<file path="config.mk">
export PLATFORM = sky130hd
export DESIGN_NAME = eth_fcs_stream
export DESIGN_NICKNAME = d
export VERILOG_FILES = /design/src/rtl/eth_fcs_stream.sv
export SDC_FILE = /design/constraint.sdc
export NUM_CORES = 1
export LEC_CHECK = 0
export BUFFER_PORTS_ARGS = -buffer_cell sky130_fd_sc_hd__buf_2
export CAP_MARGIN = 40
export CORE_MARGIN = 1.5
export CORE_UTILIZATION = 52
export DETAILED_ROUTE_END_ITERATION = 10
export PLACE_DENSITY = 0.74
export SLEW_MARGIN = 20
export SYNTH_ARGS = -nofsm -noshare
export SYNTH_HDL_FRONTEND = slang
export SYNTH_SLANG_ARGS = --single-unit
</file>
<file path="constraint.sdc">
create_clock -name clk -period 1.9 [get_ports clk]
set_input_delay 0 -clock clk [delete_from_list [all_inputs] [get_ports clk]]
set_output_delay 0 -clock clk [all_outputs]
set_load 0.005 [all_outputs]
</file>
<file path="src/rtl/eth_fcs_stream.sv">
// Streaming Ethernet FCS (reflected CRC-32) engine. MODE 0 appends the FCS to each
// frame, MODE 1 passes frames through and reports whether the trailing FCS is good.
module eth_fcs_stream #(
    parameter int DATA_W = 8,
    parameter int MODE   = 0
) (
    input  logic              clk,
    input  logic              reset,
    input  logic              in_valid,
    output logic              in_ready,
    input  logic [DATA_W-1:0] in_data,
    input  logic              in_last,
    output logic              out_valid,
    input  logic              out_ready,
    output logic [DATA_W-1:0] out_data,
    output logic              out_last,
    output logic              crc_done,
    output logic              crc_ok,
    output logic [31:0]       crc_value
);

    localparam int          FCS_BEATS = 32 / DATA_W;
    localparam logic [31:0] POLY      = 32'hEDB88320;
    localparam logic [31:0] INIT      = 32'hFFFFFFFF;
    localparam logic [31:0] RESIDUE   = 32'hDEBB20E3;
    localparam logic [3:0]  LAST_CNT  = 4'(FCS_BEATS - 1);

    generate
        if (!(DATA_W == 4 || DATA_W == 8 || DATA_W == 16 || DATA_W == 32)) begin : g_bad_data_w
            $error("eth_fcs_stream: DATA_W must be 4, 8, 16 or 32");
        end
        if (!(MODE == 0 || MODE == 1)) begin : g_bad_mode
            $error("eth_fcs_stream: MODE must be 0 (GEN) or 1 (CHECK)");
        end
    endgenerate

    typedef enum logic {
        DATA = 1'b0,
        FCS  = 1'b1
    } state_t;

    state_t      state_q;
    state_t      state_d;
    logic [3:0]  cnt_q;
    logic [31:0] crc_q;
    logic [31:0] fcs_q;
    logic [31:0] crc_nxt;
    logic        out_free;
    logic        fcs_load;
    logic        accept;

    // Bit-serial reflected CRC over one beat, bit 0 first.
    function automatic logic [31:0] crc_step(input logic [31:0] c, input logic [DATA_W-1:0] d);
        logic [31:0] r;
        r = c;
        for (int i = 0; i < DATA_W; i++) begin
            r = (r[0] ^ d[i]) ? ((r >> 1) ^ POLY) : (r >> 1);
        end
        return r;
    endfunction

    assign crc_nxt   = crc_step(crc_q, in_data);
    assign crc_value = crc_q;

    // Valid/ready: a beat transfers on a rising edge where valid && ready are both
    // high; the sender holds valid and payload stable until then, and ready never
    // looks at valid on the same side.
    always_comb begin
        state_d  = state_q;
        in_ready = 1'b0;
        fcs_load = 1'b0;
        out_free = !out_valid || out_ready;
        case (state_q)
            DATA: begin
                in_ready = out_free;
                if (MODE == 0 && in_valid && out_free && in_last) begin
                    state_d = FCS;
                end
            end
            FCS: begin
                fcs_load = out_free;
                if (out_free && cnt_q == LAST_CNT) begin
                    state_d = DATA;
                end
            end
            default: state_d = DATA;
        endcase
    end

    assign accept = in_valid && in_ready;

    always_ff @(posedge clk) begin
        if (reset) begin
            state_q   <= DATA;
            cnt_q     <= 4'd0;
            crc_q     <= INIT;
            fcs_q     <= 32'd0;
            out_valid <= 1'b0;
            out_last  <= 1'b0;
            out_data  <= '0;
            crc_done  <= 1'b0;
            crc_ok    <= 1'b0;
        end else begin
            state_q  <= state_d;
            crc_done <= 1'b0;
            if (accept) begin
                out_valid <= 1'b1;
                out_data  <= in_data;
                out_last  <= (MODE != 0) && in_last;
                if (in_last) begin
                    // Reload here so the next frame can start on the very next cycle.
                    crc_q <= INIT;
                    if (MODE == 0) begin
                        fcs_q <= ~crc_nxt;
                        cnt_q <= 4'd0;
                    end else begin
                        crc_done <= 1'b1;
                        crc_ok   <= (crc_nxt == RESIDUE);
                    end
                end else begin
                    crc_q <= crc_nxt;
                end
            end else if (fcs_load) begin
                // FCS leaves low bits first; shifting keeps the next beat at the bottom.
                out_valid <= 1'b1;
                out_data  <= fcs_q[DATA_W-1:0];
                out_last  <= (cnt_q == LAST_CNT);
                fcs_q     <= fcs_q >> DATA_W;
                cnt_q     <= cnt_q + 4'd1;
            end else if (out_ready) begin
                out_valid <= 1'b0;
            end
        end
    end

endmodule

</file>
== Yosys cells after proc, flatten, opt, wreduce, memory -nomap -nowiden ==
Cells that the tools add are included.
W data, S select, Z words.
Storage, ports and cells
  input bits: 13
  flip-flop bits (word level): 79
Cells by class
  mux-type cells: 25
  bitwise logic cells: 18
  equality and inequality tests: 2
  add/sub/neg operators: 1
  reduce and logical (&&, ||, !) cells: 10
Operators by type and width (count)
  $mux W32: 12
  $not A13 Y14: 8
  $not A32 Y32: 1
  $mux W8: 2
  $mux W4: 3
  $xor A1 B1 Y1: 8
  $mux W1: 7
  $add A4 B1 Y4 const B: 1
  $eq A4 B2 Y1 const B: 1
  $logic_and A1 B1 Y1: 4
  $reduce_bool A3 Y1: 1
  $ne A2 B2 Y1 const B: 1
  $pmux W1 S2: 1
  $reduce_and A2 Y1: 1
  $reduce_bool A2 Y1: 1
  $reduce_or A2 Y1: 1
  $logic_not A1 Y1: 1
  $logic_or A1 B1 Y1: 1
  $not A1 Y1: 1

== Depth between registers and ports, before layout ==
  depth in word-level cells: 19
  depth in mapped cells: 8
  gate-level depth less buffers: 5

== Worst setup path before layout ==
No wires, ideal clock.
  kind: register to register
  start point: register crc_q[0] (netlist: crc_value[0])
  end point: register fcs_q[13]
  data arrival time: 1.633 ns
  slack: 0.148 ns
  period minus slack after synthesis: 1.752 ns
  cell stages (with the launch flop): 6
  cell sequence: dfxtp_1 > xor2_4 > xnor3_1 > xnor2_1 > nor2_1 > o221a_1
Between the ends
  word-level cells in the longest chain between the ends: 14
Ends and longest elaborated chain
  start: declaration: RTL line 45  | logic [31:0] crc_q;
  start signal: assignment: RTL line 121  | crc_q <= crc_nxt;
  $xor A1 B1 Y1 (*): RTL line 57  | r = (r[0] ^ d[i]) ? ((r >> 1) ^ POLY) : (r >> 1);
  $mux W32 (*): RTL line 57
  $not A13 Y14 (no source line)
  $mux W32 (*) (4 in a row): RTL line 57
  $not A13 Y14 (no source line)
  $mux W32 (*) (3 in a row): RTL line 57
  $not A32 Y32 (*): RTL line 114  | fcs_q <= ~crc_nxt;
  $mux W32 (*): RTL line 110  | if (in_last) begin
  $mux W32 (*): RTL line 106  | if (accept) begin
  end signal: assignment: RTL line 114
  end signal: assignment: RTL line 128  | fcs_q <= fcs_q >> DATA_W;
  end: declaration: RTL line 46  | logic [31:0] fcs_q;
Mark *: on every way between the ends. The rest lies on a longest branch, timed or not. The select of a mux whose other input is x is not followed.
A chain may end at the register's enable or synchronous reset.

== Worst setup path in the final report ==
  start point: register crc_q[5] (netlist: crc_value[5])
  end point: register fcs_q[27]
Between the ends
  word-level cells in the longest chain between the ends: 13
Ends and longest elaborated chain (RTL line)
  $mux W32 (*) (5 in a row): 57
  $xor A1 B1 Y1 (*): 57
  $mux W32 (*) (2 in a row): 57
  $not A13 Y14 (no source line)
  $mux W32 (*): 57
  $not A32 Y32 (*): 114
  $mux W32 (*): 110
  $mux W32 (*): 106
Marked as above.

==> results.yml <==
global_route:
  grt_use_total_pct: 29.2
  grt_max_degree: 38
  grt_overflow: 0
  antenna_found_initial: 0
  grt_pass1_vias: 3209
  grt_pass1_wl_um: 16800
drt:
  wl_per_cell_um: 18.3
  wirelength_um: 10700
  viasPerCell: 5.73
  drt_iter0_drc: 218
  drc: 0
  vias: 3353
  drtAntennaViolNets: 0
  drt_first_pass_iters: 5
place:
  pre_cts_slack_ns: 0.0338
  place_congestion: 0.872
  port_buffers: 55
  place_hpwl_um: 7510
timing:
  worstMarginPinSlew_ns: 0.528
  setup_viol: 0
  slew-limit-headroom_pct: 64.5
  max_freq_mhz: 545
  setup_slack_ns: 0.0644
  hold_viol_final: 0
  slew_viol_final: 0
  fin_crit_sh_pct: 96.6
  rsz0062_at_grt: "true"
  skew_ns: 0.0165
  finalCriticalPeriod_ns: 1.84
synthesis:
  synthSimpleGateAreaFrac_pct: 11.8
  netlist_top_cells_area: "dfxtp_1 41%, xnor2_1 8.9%, nand2_1 5.2%"
  netlist_instances: 396
  synth_xor_area_share_pct: 23.3
  yosysWarnings: 0
  ys_seq_area_share_pct: 41.2
  synth.most_common_cell: "dfxtp_1"
  synth_top_family_by_area: "XOR/XNOR gates"
  synth_seq_cells: 79
  yosysTopAreaCellShare_pct: 41.2
  synthDistinctLibCells: 47
  syn_area_mm2: 0.00383
  synth_edf_count: 0
  synthTopCellsByCount: "79 x dfxtp_1, 53 x nand2_1, 39 x xnor2_1"
  synth_top_flop_cell: "dfxtp_1"
  synth.area.mux_share_pct: 0.783
  synth-async-reset-ratio_pct: 0
  yosysTopAreaCell: "dfxtp_1"
  synth-compound-area-share_pct: 19.4
  syn_avg_cell_area_um2: 9.68
  synth_fa_ha_area_share_pct: 0.326
setup_path:
  regToRegStartpoint: "crc_value[5]"
  cp-start-kind: "register"
  r2r-end: "fcs_q[27]"
  r2r_cells: 6
  path_max_fanout: 4
  cp_slowest_cell: "xnor2_2"
  end_kind: "register"
  timing.reg2reg.setup_slack_ns: 0.06
  critPathArrivalTime_ns: 2.09
  cp.required_ns: 2.15
  crit_path_frequent_cell: "xnor2_1"
  path_class: "register to register"
  critPathMaxStageDelay_ns: 0.41
  worstPathCellList: "xnor2_2, xnor2_1, buf_4, xnor2_1, xor2_1, o21ai_0"
layout:
  drive_gt1_share_pct: 28.0
  layout.nets: 495
  final_util_pct: 66.0
  antenna_cells: 0
  area_growth_pct: 23.5
floorplanning:
  die_h_um: 88.9
  core_area_mm2: 0.00718
  ios: 58
  start_util_pct: 53.4
  die_w_um: 88.9
  num_rows: 31
  die-area_mm2: 0.00790
pwr:
  ir_worst_vdd_uv: 612
  powerDensity_mw_per_mm2: 1070
  p_leak_nw: 1.85
  clkPwrFrac_pct: 24.1
  combPwrFrac_pct: 37.1
  switching_power_mw: 1.80
  p_seq_share_pct: 38.8
  swShare_pct: 35.6
  p_int_mw: 3.25
clocking:
  clock-sinks: 79
  cts-buffers-inserted: 9
  cts_tree: "built"
  clk_pin_slew_ns: 0.10
  cts.path.max_buffers: 2
  htree_levels: 3
  root_buffer: "clkbuf_8"
  clk_latency_ns: 0.38
worst_hold_path:
  min-delay-start: "in_data[6]"
  hold_depth: 3
  hold_end: "out_data[6]"
  hold_class: "input port to register"
job:
  drv_cap: 0
outcome:
  status: "finished clean"
==> routing by layer <==
metal | global-route usage, % | share of wire [%]
met4 | 11.2 | 1.8
met3 | 7.37 | 7.7
met5 | 0 | 0
met1 | 39.4 | 44
met2 | 45.2 | 47
==> worst max path at each step <==
stage / startpoint / endpoint / cells after the start
2_1_floorplan: crc_value[0] / fcs_q[13] / 5
3_3_place_gp: crc_value[1] / fcs_q[26] / 6
3_5_place_dp: crc_value[1] / fcs_q[8] / 6
4_1_cts: crc_value[1] / crc_value[5] / 6
5_1_grt: crc_value[5] / fcs_q[27] / 6
6_report: crc_value[5] / fcs_q[27] / 6
==> flip-flops by register name (all words and copies together) (netlist names) <==
| name | count |
|---|---|
| cnt_q | 4 |
| crc_value | 32 |
| out_valid | 1 |
| out_last | 1 |
| out_data | 8 |
| fcs_q | 32 |
| state_q | 1 |
==> power by group through the flow <==
stage          Sequential, mW  Combinational, mW  Clock, mW
6_report                 1.96               1.87       1.22
5_1_grt                  1.98               2.02       1.31
4_1_cts                  1.96               1.79       1.22
3_5_place_dp             1.99               1.75          0
3_3_place_gp             1.99               1.72          0
2_1_floorplan            1.97               1.25          0
==> cells in the final DEF, fill, tap and decap left out, types with 2 or more instances in the layout <==
| master | synthesis | routed |
|---|---|---|
| dfxtp_1 | 79 | 77 |
| buf_2 | 2 | 55 |
| nand2_1 | 53 | 53 |
| xnor2_1 | 39 | 39 |
| buf_4 | 2 | 36 |
| nor2_1 | 29 | 29 |
| a21oi_1 | 27 | 27 |
| o21ai_0 | 14 | 14 |
| o22a_1 | 12 | 12 |
| a22oi_1 | 11 | 11 |
| xor2_1 | 10 | 10 |
| clkbuf_8 | 0 | 9 |
| xnor2_4 | 4 | 7 |
| o22ai_1 | 7 | 7 |
| dlygate4sd3_1 | 0 | 7 |
| xnor2_2 | 9 | 6 |
| o2bb2ai_1 | 6 | 6 |
| o32a_1 | 6 | 6 |
| nor3_1 | 4 | 4 |
| xnor3_1 | 4 | 4 |
| a31oi_1 | 4 | 4 |
| o32ai_1 | 4 | 4 |
| a211oi_1 | 4 | 4 |
| a31o_2 | 4 | 4 |
| o211ai_1 | 4 | 4 |
| nand2b_1 | 3 | 3 |
| mux2i_1 | 3 | 3 |
| and4_1 | 3 | 3 |
| clkinv_4 | 0 | 3 |
| and2_1 | 3 | 2 |
| xor2_4 | 2 | 2 |
| and3_1 | 2 | 2 |
| nand3_1 | 2 | 2 |
| nand4_1 | 2 | 2 |
| conb_1 | 1 | 2 |
| inv_8 | 0 | 2 |
| dfxtp_2 | 0 | 2 |
| buf_12 | 0 | 2 |
==> worst max-delay path: cells and delay by family, from the launching register on <==
| kind | cells | cell delay, ns |
|---|---|---|
| flops | 1 | 0.39 |
| compound gates | 1 | 0.12 |
| xor+xnor | 4 | 1.04 |
| buf+inv | 1 | 0.17 |
==> repair_timing <==
action	CTS	global route
endpoints found under the setup margin	2	21
setup buffers	0	6
resized for setup	1	5
pin swaps	0	2
hold endpoints to repair	11	0
hold buffers	8	0
==> stage by stage <==
stage | cell area (um^2) | std cells | TNS, ns | hold WS (ns) | power [mW]
4_1_cts | 4660 | 580 | 0 | 0.00179 | 4.96
3_3_place_gp | 4380 | 556 | 0 | 0.247 | 3.71
6_report | 4740 | 585 | 0 | 0.000614 | 5.05
2_1_floorplan | 3840 | 397 | 0 | 0.125 | 3.23
5_1_grt | 4740 | 585 | -0.0511 | 0.00893 | 5.31
3_5_place_dp | 4380 | 556 | 0 | 0.276 | 3.74
==> final cells by class <==
cell class	instances	area (um^2)
Sequential cell	79	1580
Inverter	1	3.75
Fill cell	576	2440
Multi-Input combinational cell	290	2180
Clock inverter	7	65.1
Clock buffer	9	124
Timing Repair Buffer	100	656
Tap cell	99	124
==> kinds of logic after synthesis <==
family | after synthesis
buffers and inverters | 28
flip-flops | 79
other | 1
multiplexers | 3
XOR/XNOR | 71
adder cells (fa/ha/maj) | 1
AO/OA/AOI/OAI | 108
AND/OR/NAND/NOR | 105
No activity file was read; power rests on OpenSTA's default activity.
